**config.mk**
```make
export PLATFORM = sky130hd
export DESIGN_NAME = multi_stepper_sequencer
export DESIGN_NICKNAME = d
export VERILOG_FILES = /design/src/rtl/multi_stepper_sequencer.sv
export SDC_FILE = /design/constraint.sdc
export NUM_CORES = 1
export LEC_CHECK = 0
export ABC_AREA = 1
export CAP_MARGIN = 10
export CORE_ASPECT_RATIO = 1.75
export CORE_UTILIZATION = 36
export CTS_BUF_LIST = sky130_fd_sc_hd__clkbuf_8 sky130_fd_sc_hd__clkbuf_16
export DETAILED_ROUTE_END_ITERATION = 7
export PLACE_DENSITY = 0.55
export SKIP_LAST_GASP = 1
export SLEW_MARGIN = 20
export SYNTH_ARGS = -nofsm -noshare
export SYNTH_HDL_FRONTEND = slang
export SYNTH_SLANG_ARGS = --single-unit
```
**constraint.sdc**
```tcl
create_clock -name clk -period 5.3 [get_ports clk]
set_clock_uncertainty 0.1 [all_clocks]
set_input_delay 1.06 -clock clk [delete_from_list [all_inputs] [get_ports clk]]
set_output_delay 1.06 -clock clk [all_outputs]
set_load 0.01 [all_outputs]
```
**src/rtl/multi_stepper_sequencer.sv**
```systemverilog
// N-channel stepper dispense sequencer: drives each channel's 4-coil motor in turn for its latched step count.
// Optional macro HALF_STEP_EN selects the 8-phase half-step sequence; otherwise 4-phase full-step is used.
module multi_stepper_sequencer #(
    parameter int N_CH      = 3,
    parameter int CNT_W     = 10,
    parameter int STEP_DIV  = 2**19,
    parameter int GAP_TICKS = 2
) (
    input  logic                  clk,
    input  logic                  rst,
    input  logic                  start,
    input  logic                  abort,
    input  logic [N_CH*CNT_W-1:0] targets,
    input  logic [N_CH-1:0]       dirs,
    output logic                  busy,
    output logic                  done,
    output logic [2:0]            ch_idx,
    output logic [N_CH*4-1:0]     coils
);
    localparam int PRESC_W = $clog2(STEP_DIV);
    localparam int GAP_W   = (GAP_TICKS < 2) ? 1 : $clog2(GAP_TICKS + 1);
    localparam int COIL_W  = N_CH * 4;
`ifdef HALF_STEP_EN
    localparam int PH_W = 3;
`else
    localparam int PH_W = 2;
`endif

    typedef enum logic [2:0] {
        IDLE = 3'd0,
        LOAD = 3'd1,
        RUN  = 3'd2,
        GAP  = 3'd3,
        FIN  = 3'd4
    } state_t;

    state_t               state_r, state_s;
    logic [PRESC_W-1:0]   presc_r, presc_s;
    logic [CNT_W-1:0]     step_cnt_r, step_cnt_s;
    logic [PH_W-1:0]      phase_r, phase_s;
    logic [GAP_W-1:0]     gap_cnt_r, gap_cnt_s;
    logic [2:0]           ch_r, ch_s;
    logic [CNT_W-1:0]     tgt_in_s [8];
    logic [CNT_W-1:0]     tgt_r [8];
    logic [7:0]           dirs_r;
    logic [CNT_W-1:0]     cur_target_s;
    logic                 cur_dir_s;
    logic                 tick_s, last_ch_s, step_last_s, gap_last_s, accept_s;
    logic                 busy_s, done_s;
    logic [2:0]           ch_idx_s;
    logic [COIL_W-1:0]    coils_s;

    function automatic logic [3:0] coil_pattern(input logic [PH_W-1:0] ph);
        logic [3:0] pat;
`ifdef HALF_STEP_EN
        case (ph)
            3'd0:    pat = 4'b0001;
            3'd1:    pat = 4'b0011;
            3'd2:    pat = 4'b0010;
            3'd3:    pat = 4'b0110;
            3'd4:    pat = 4'b0100;
            3'd5:    pat = 4'b1100;
            3'd6:    pat = 4'b1000;
            3'd7:    pat = 4'b1001;
            default: pat = 4'b0000;
        endcase
`else
        case (ph)
            2'd0:    pat = 4'b0001;
            2'd1:    pat = 4'b0010;
            2'd2:    pat = 4'b0100;
            2'd3:    pat = 4'b1000;
            default: pat = 4'b0000;
        endcase
`endif
        return pat;
    endfunction

    // Unused channel slots read as zero targets so the channel index never selects undefined data
    for (genvar g = 0; g < 8; g++) begin : g_tgt
        if (g < N_CH) begin : g_used
            assign tgt_in_s[g] = targets[g*CNT_W +: CNT_W];
        end else begin : g_unused
            assign tgt_in_s[g] = '0;
        end
    end

    assign tick_s       = (presc_r == PRESC_W'(STEP_DIV - 1));
    assign cur_target_s = tgt_r[ch_r];
    assign cur_dir_s    = dirs_r[ch_r];
    assign last_ch_s    = (ch_r == 3'(N_CH - 1));
    assign step_last_s  = tick_s && ((step_cnt_r + CNT_W'(1)) == cur_target_s);
    assign gap_last_s   = tick_s && ((32'(gap_cnt_r) + 32'd1) >= 32'(GAP_TICKS));
    assign accept_s     = (state_r == IDLE) && (state_s == LOAD);

    // State register
    always_ff @(posedge clk) begin
        if (rst) begin
            state_r <= IDLE;
        end else begin
            state_r <= state_s;
        end
    end

    // Next-state logic; abort wins over everything, including a start in IDLE
    always_comb begin
        state_s = state_r;
        if (abort) begin
            state_s = IDLE;
        end else begin
            case (state_r)
                IDLE: begin
                    if (start) state_s = LOAD;
                    else       state_s = IDLE;
                end
                LOAD: begin
                    if (cur_target_s == '0) state_s = last_ch_s ? FIN : LOAD;
                    else                    state_s = RUN;
                end
                RUN: begin
                    if (step_last_s) begin
                        if (last_ch_s)           state_s = FIN;
                        else if (GAP_TICKS == 0) state_s = LOAD;
                        else                     state_s = GAP;
                    end else begin
                        state_s = RUN;
                    end
                end
                GAP: begin
                    if (gap_last_s) state_s = LOAD;
                    else            state_s = GAP;
                end
                FIN:     state_s = IDLE;
                default: state_s = IDLE;
            endcase
        end
    end

    // Datapath next values: prescaler, channel index, step/phase and gap counters
    always_comb begin
        presc_s    = presc_r;
        ch_s       = ch_r;
        step_cnt_s = step_cnt_r;
        phase_s    = phase_r;
        gap_cnt_s  = gap_cnt_r;

        if (state_r == IDLE || state_s == IDLE) presc_s = '0;
        else if (tick_s)                        presc_s = '0;
        else                                    presc_s = presc_r + PRESC_W'(1);

        if (state_s == IDLE)                            ch_s = 3'd0;
        else if (state_r != IDLE && state_s == LOAD)    ch_s = ch_r + 3'd1;
        else                                            ch_s = ch_r;

        if (state_s == LOAD || state_s == IDLE) begin
            step_cnt_s = '0;
            phase_s    = '0;
        end else if (state_r == RUN && tick_s) begin
            step_cnt_s = step_cnt_r + CNT_W'(1);
            phase_s    = cur_dir_s ? (phase_r - PH_W'(1)) : (phase_r + PH_W'(1));
        end else begin
            step_cnt_s = step_cnt_r;
            phase_s    = phase_r;
        end

        // A tick on the edge that enters GAP belongs to RUN, so the count starts fresh
        if (state_r != GAP) gap_cnt_s = '0;
        else if (tick_s)    gap_cnt_s = gap_cnt_r + GAP_W'(1);
        else                gap_cnt_s = gap_cnt_r;
    end

    // Datapath registers
    always_ff @(posedge clk) begin
        if (rst) begin
            presc_r    <= '0;
            ch_r       <= 3'd0;
            step_cnt_r <= '0;
            phase_r    <= '0;
            gap_cnt_r  <= '0;
        end else begin
            presc_r    <= presc_s;
            ch_r       <= ch_s;
            step_cnt_r <= step_cnt_s;
            phase_r    <= phase_s;
            gap_cnt_r  <= gap_cnt_s;
        end
    end

    // Latch targets and directions on accept; later input changes are ignored
    always_ff @(posedge clk) begin
        if (rst) begin
            for (int i = 0; i < 8; i++) tgt_r[i] <= '0;
            dirs_r <= 8'd0;
        end else if (accept_s) begin
            for (int i = 0; i < 8; i++) tgt_r[i] <= tgt_in_s[i];
            dirs_r <= 8'(dirs);
        end
    end

    // Output decode from the upcoming state so the registered outputs line up with it
    always_comb begin
        busy_s   = (state_s != IDLE);
        done_s   = (state_s == FIN);
        ch_idx_s = ch_s;
        if (state_s == RUN) coils_s = COIL_W'(coil_pattern(phase_s)) << (32'(ch_s) * 32'd4);
        else                coils_s = '0;
    end

    // Output registers
    always_ff @(posedge clk) begin
        if (rst) begin
            busy   <= 1'b0;
            done   <= 1'b0;
            ch_idx <= 3'd0;
            coils  <= '0;
        end else begin
            busy   <= busy_s;
            done   <= done_s;
            ch_idx <= ch_idx_s;
            coils  <= coils_s;
        end
    end
endmodule

```
======== Yosys cells after proc, flatten, opt, wreduce, memory -nomap -nowiden ========
Memories as Yosys holds them, arrays and structs flattened. A register that Yosys moved wholly into a read port is not among the register bits.
Index checks and enable logic that the tools add are counted.
Widths: inputs -> output; s select.
word-level totals
  word-level logic and storage cells ...... 91
  memories ................................ 1
  memory bits (writable) .................. 80
  bits in registers ....................... 56
  input bits .............................. 37
  output and inout port bits .............. 17
operators by class
  shift-type cells ........................ 1
  order comparisons ....................... 2
  equal/unequal tests ..................... 13
  add/subtract/negate cells ............... 7
  muxes and demuxes ....................... 31
  bitwise logic cells ..................... 9
  reductions and logical operators ........ 17
memories
  name   depth  width  read ports  clocked after memory_dff  wr ports  RTL line  text
  tgt_r  8      10     1           1                         8         44        logic [CNT_W-1:0] tgt_r [8];
operators by type and width
  operator               count
  $mux 10                8
  $mux 3                 8
  $add 19x1->19 const B  1
  $eq 19x19->1 const B   1
  $pmux 4 s4             1
  $eq 3x2->1 const B     4
  $pmux 3 s4             1
  $shl 4x5->12           1
  $add 10x1->10 const B  1
  $eq 10x10->1           1
  $logic_not 10->1       1
  $mux 2                 4
  $or 1x1->1             8
  $mux 1                 7
  $eq 3x1->1 const B     2
  $logic_not 3->1        2
  $reduce_bool 3->1      2
  $reduce_or 2->1        3
  $logic_and 1x1->1      5
  $add 2x1->2 const B    2
  $eq 2x2->1 const B     2
  $lt 3x4->1 const B     1
  $mux 4                 1
  $add 2x1->3 const B    1
  other kinds (11)       12

======== Depth between registers and ports, before layout ========
  word-level depth ........................ 13
  depth in mapped cells ................... 22
  mapped depth without buffers ............ 21

======== Worst setup path before layout ========
OpenSTA, ideal clock, no wires.
  path type ............................... register -> register
  start ................................... register ch_idx[1] (netlist name)
  end ..................................... memory tgt_r[0][0], enable pin
  path buffers ............................ 1
  arrival time ............................ 3415 ps
  period minus slack after synthesis ...... 3941 ps
  data required time ...................... 4774 ps
  stages on the path, launching flop included .. 15
  path slack .............................. 1359 ps
  library setup time ...................... 426 ps
  path through ............................ dfxtp_1 > inv_2 > nor2_2 > buf_4 > nand2_1 > a21oi_1 > xnor2_1 > nand2_1 > nor2_1 > nand3_1 > nand2_1 > nand2_2 > a21oi_1 > nand2_1 > o21ai_1
RTL lines
  item              RTL line
  end: declaration  44

==> results.json <==
{
  "io_pins": 54,
  "dr.pass1.iters": 6,
  "yosys.area.top_type": "dfxtp_1",
  "hold_violations": 0,
  "clk_pin_slew_ns": 0.07,
  "synthToLayoutAreaGrowth_pct": 21.62,
  "drive_above_1_share_pct": 8.491,
  "setup_tns_ns": 0,
  "hpwl_um": 7068,
  "ys_top_cells_by_area": "dfxtp_1 (26%), edfxtp_1 (21%), nand2_1 (12%)",
  "maxCapViolCount": 0,
  "start_util_pct": 37.16,
  "synth_async_sr_flop_share_pct": 0,
  "arrival_ns": 3.54,
  "power.share.clock_pct": 42.9,
  "die_w_um": 84.89,
  "post_cts_buffers": 0,
  "worst-r2r-cell-count": 17,
  "p_switching_uw": 329.1,
  "htreeDepth": 3,
  "grt_start_max_net_pins": 34,
  "via_per_inst": 4.703,
  "ir_drop_mv": 0.1605,
  "seqPwrFrac_pct": 49.8,
  "dieArea_mm2": 0.01248,
  "failed_checks": "DRC",
  "holdWs_ns": 0.3545,
  "grt_pass1_vias": 3553,
  "synthDistinctLibCells": 36,
  "fmax_mhz": 287.9,
  "path_depth": 17,
  "die_h_um": 147.0,
  "max-clock-path-buffers": 2,
  "p_per_area_mw_per_mm2": 270.7,
  "clock_latency_ns": 0.34,
  "wire_per_inst_um": 11.95,
  "synthesis.area_mm2": 0.004328,
  "postSynthRegisterBits": 86,
  "cts_tree": "built",
  "grt_pass1_wl_um": 15640,
  "drc": 1,
  "crit_path_start_kind": "flip-flop",
  "crit_top_cell": "nand2_1",
  "hold_class": "flip-flop to flip-flop",
  "finalSetupViolations": 0,
  "yosys_warnings": 0,
  "crit_start": "ch_idx[0]",
  "synth_nets": 621,
  "worst_slew_pin_slew_ns": 0.6221,
  "synth.avg_cell_area_um2": 7.475,
  "coreArea_mm2": 0.01165,
  "crit_type": "flip-flop to flip-flop",
  "seq_area_frac_synth_pct": 46.72,
  "cts_resized": 0,
  "place_area_mm2": 0.004971,
  "nNetsFinal": 674,
  "antenna_found_initial": 0,
  "cts_buffers": 9,
  "outcome": "finished, violations left",
  "drtIter0Drc": 208,
  "min_path_cells": 1,
  "diodes": 0,
  "r2r-start": "ch_idx[0]",
  "grt.overflow.total": 0,
  "intPower_uw": 1096,
  "end_kind": "flip-flop",
  "cp_slowest_cell": "dfxtp_1",
  "swShare_pct": 23.10,
  "routed_wl_um": 9214,
  "syn_inst": 579,
  "drv_slew": 0,
  "grt_usage_pct": 15.99,
  "p_leak_uw": 0.002313,
  "worst-path-buf-inv": 3,
  "clock_sinks": 86,
  "power_uw": 1425,
  "cts_hold_buf": 0,
  "vias": 3626,
  "post-route-period-util_pct": 65.54,
  "yosys.area.top_type_share_pct": 25.90,
  "gp_congestion": 0.8718,
  "slew_headroom_pct": 58.48,
  "hp-start": "presc_r[0]",
  "rows": 52,
  "synth_edf_count": 30,
  "yosys_most_used_dff": "dfxtp_1",
  "ctsRootBufferMaster": "clkbuf_16",
  "regArea_mm2": 0.002022,
  "detail-route-antenna-nets": 0,
  "fin_area_mm2": 0.005264,
  "cp.required_ns": 5.37,
  "cp_top_family": "simple AND/OR/NAND/NOR gates",
  "worstPathMaxFanout": 33,
  "multiInputGateArea_mm2": 0.001846,
  "cp_cell_sequence": "inv_2, or2_0, nand2_1, nand2_1, nand2_1, nand2_1, nor3b_1, nand3_1, nand2_1, nand2_1, inv_1, nand2_1, nand2_2, inv_2, nor2_2, nand3_2, nor2_1",
  "critPathMaxStageDelay_ns": 0.68,
  "p_comb_share_pct": 7.3,
  "utilization_pct": 45.20,
  "fillers": 1192,
  "period_minus_slack_ns": 3.474,
  "rsz0062_at_grt": "false",
  "place.port_buffers": 53
}
## synthesized netlist by cell type, types with 2 or more instances
| master | n |
|---|---|
| inv_1 | 100 |
| a21oi_2 | 2 |
| ha_1 | 5 |
| dfxtp_1 | 56 |
| buf_4 | 2 |
| nand3_4 | 2 |
| nand4_1 | 11 |
| nand2_1 | 137 |
| buf_2 | 6 |
| o21ai_0 | 2 |
| nand3_1 | 40 |
| clkbuf_1 | 3 |
| nor2_2 | 15 |
| nand2_2 | 6 |
| nor3b_1 | 5 |
| o22ai_1 | 4 |
| edfxtp_1 | 30 |
| nor3_1 | 13 |
| xor2_1 | 9 |
| a211oi_1 | 8 |
| inv_2 | 7 |
| nor2_1 | 86 |
| a21oi_1 | 13 |
| xnor2_1 | 5 |
## layout by cell type (no fill, tap or decap), types with 3 or more instances in the layout
| cell type | count |
|---|---|
| inv_4 | 3 |
| nand2_1 | 137 |
| xnor2_1 | 5 |
| dfxtp_1 | 56 |
| nor3_1 | 13 |
| a211oi_1 | 8 |
| edfxtp_1 | 30 |
| nor2_2 | 15 |
| clkbuf_16 | 10 |
| o22ai_1 | 4 |
| nor3b_1 | 5 |
| ha_1 | 5 |
| inv_2 | 7 |
| nand3_1 | 39 |
| a21oi_1 | 13 |
| clkdlybuf4s50_1 | 53 |
| nor2_1 | 86 |
| nand2_2 | 6 |
| inv_1 | 100 |
| nand4_1 | 11 |
| xor2_1 | 9 |
## per-stage QoR
| step | cells | setup slack, ns |
|---|---|---|
| 2_1_floorplan | 579 | 1.359 |
| 3_3_place_gp | 756 | 1.470 |
| 3_5_place_dp | 756 | 1.334 |
| 4_1_cts | 771 | 1.304 |
| 5_1_grt | 771 | 1.389 |
| 6_report | 771 | 1.826 |
## cell type report
cell class,instances,share of cell area (%)
multi-input combinational,374,35.06
timing repair buffer,54,10.22
sequential,86,38.41
tap,135,3.209
clock buffer,10,4.754
clock inverter,5,0.7131
inverter,107,7.630
## power groups by stage
| stage | sequential (uW) | combinational [uW] | clock [uW] |
|---|---|---|---|
| after floorplan | 722 | 59.3 | 0 |
| after CTS | 709 | 105 | 628 |
| final | 709 | 104 | 612 |
| after global placement | 724 | 104 | 0 |
| after global routing | 710 | 118 | 651 |
| after detailed placement | 724 | 105 | 0 |
## logic make-up after synthesis
family	synth area share, %
xor+xnor	2.833
compound gates	4.799
buf+inv	10.84
simple gates	33.36
fa+ha+maj	1.446
flops	46.72
## flip-flops by register name, summed over array words and instances (netlist names), 2 cells and up
| signal | cells |
|---|---|
| ch_idx | 3 |
| coils | 12 |
| dirs_r | 3 |
| gap_cnt_r | 2 |
| phase_r | 2 |
| presc_r | 19 |
| state_r | 3 |
| step_cnt_r | 10 |
| tgt_r | 30 |
## worst paths after layout
kind	end	slack [ns]
worst max-delay path	tgt_r[1][0]	1.83
worst min-delay path	presc_r[0]	0.35
worst max register to register	tgt_r[1][0]	1.83
worst min register to register	presc_r[0]	0.35
## routing by layer
metal / vias to the layer above / global-route usage, % / part of all wire, %
met5: - / 0 / 0
met4: 0 / 7.797 / 2.6
met3: 18 / 3.090 / 3.1
met2: 62 / 29.59 / 53
met1: 1631 / 17.09 / 41
li1: 1915 / - / -
Note: power is estimated with default switching activity, not from simulation.
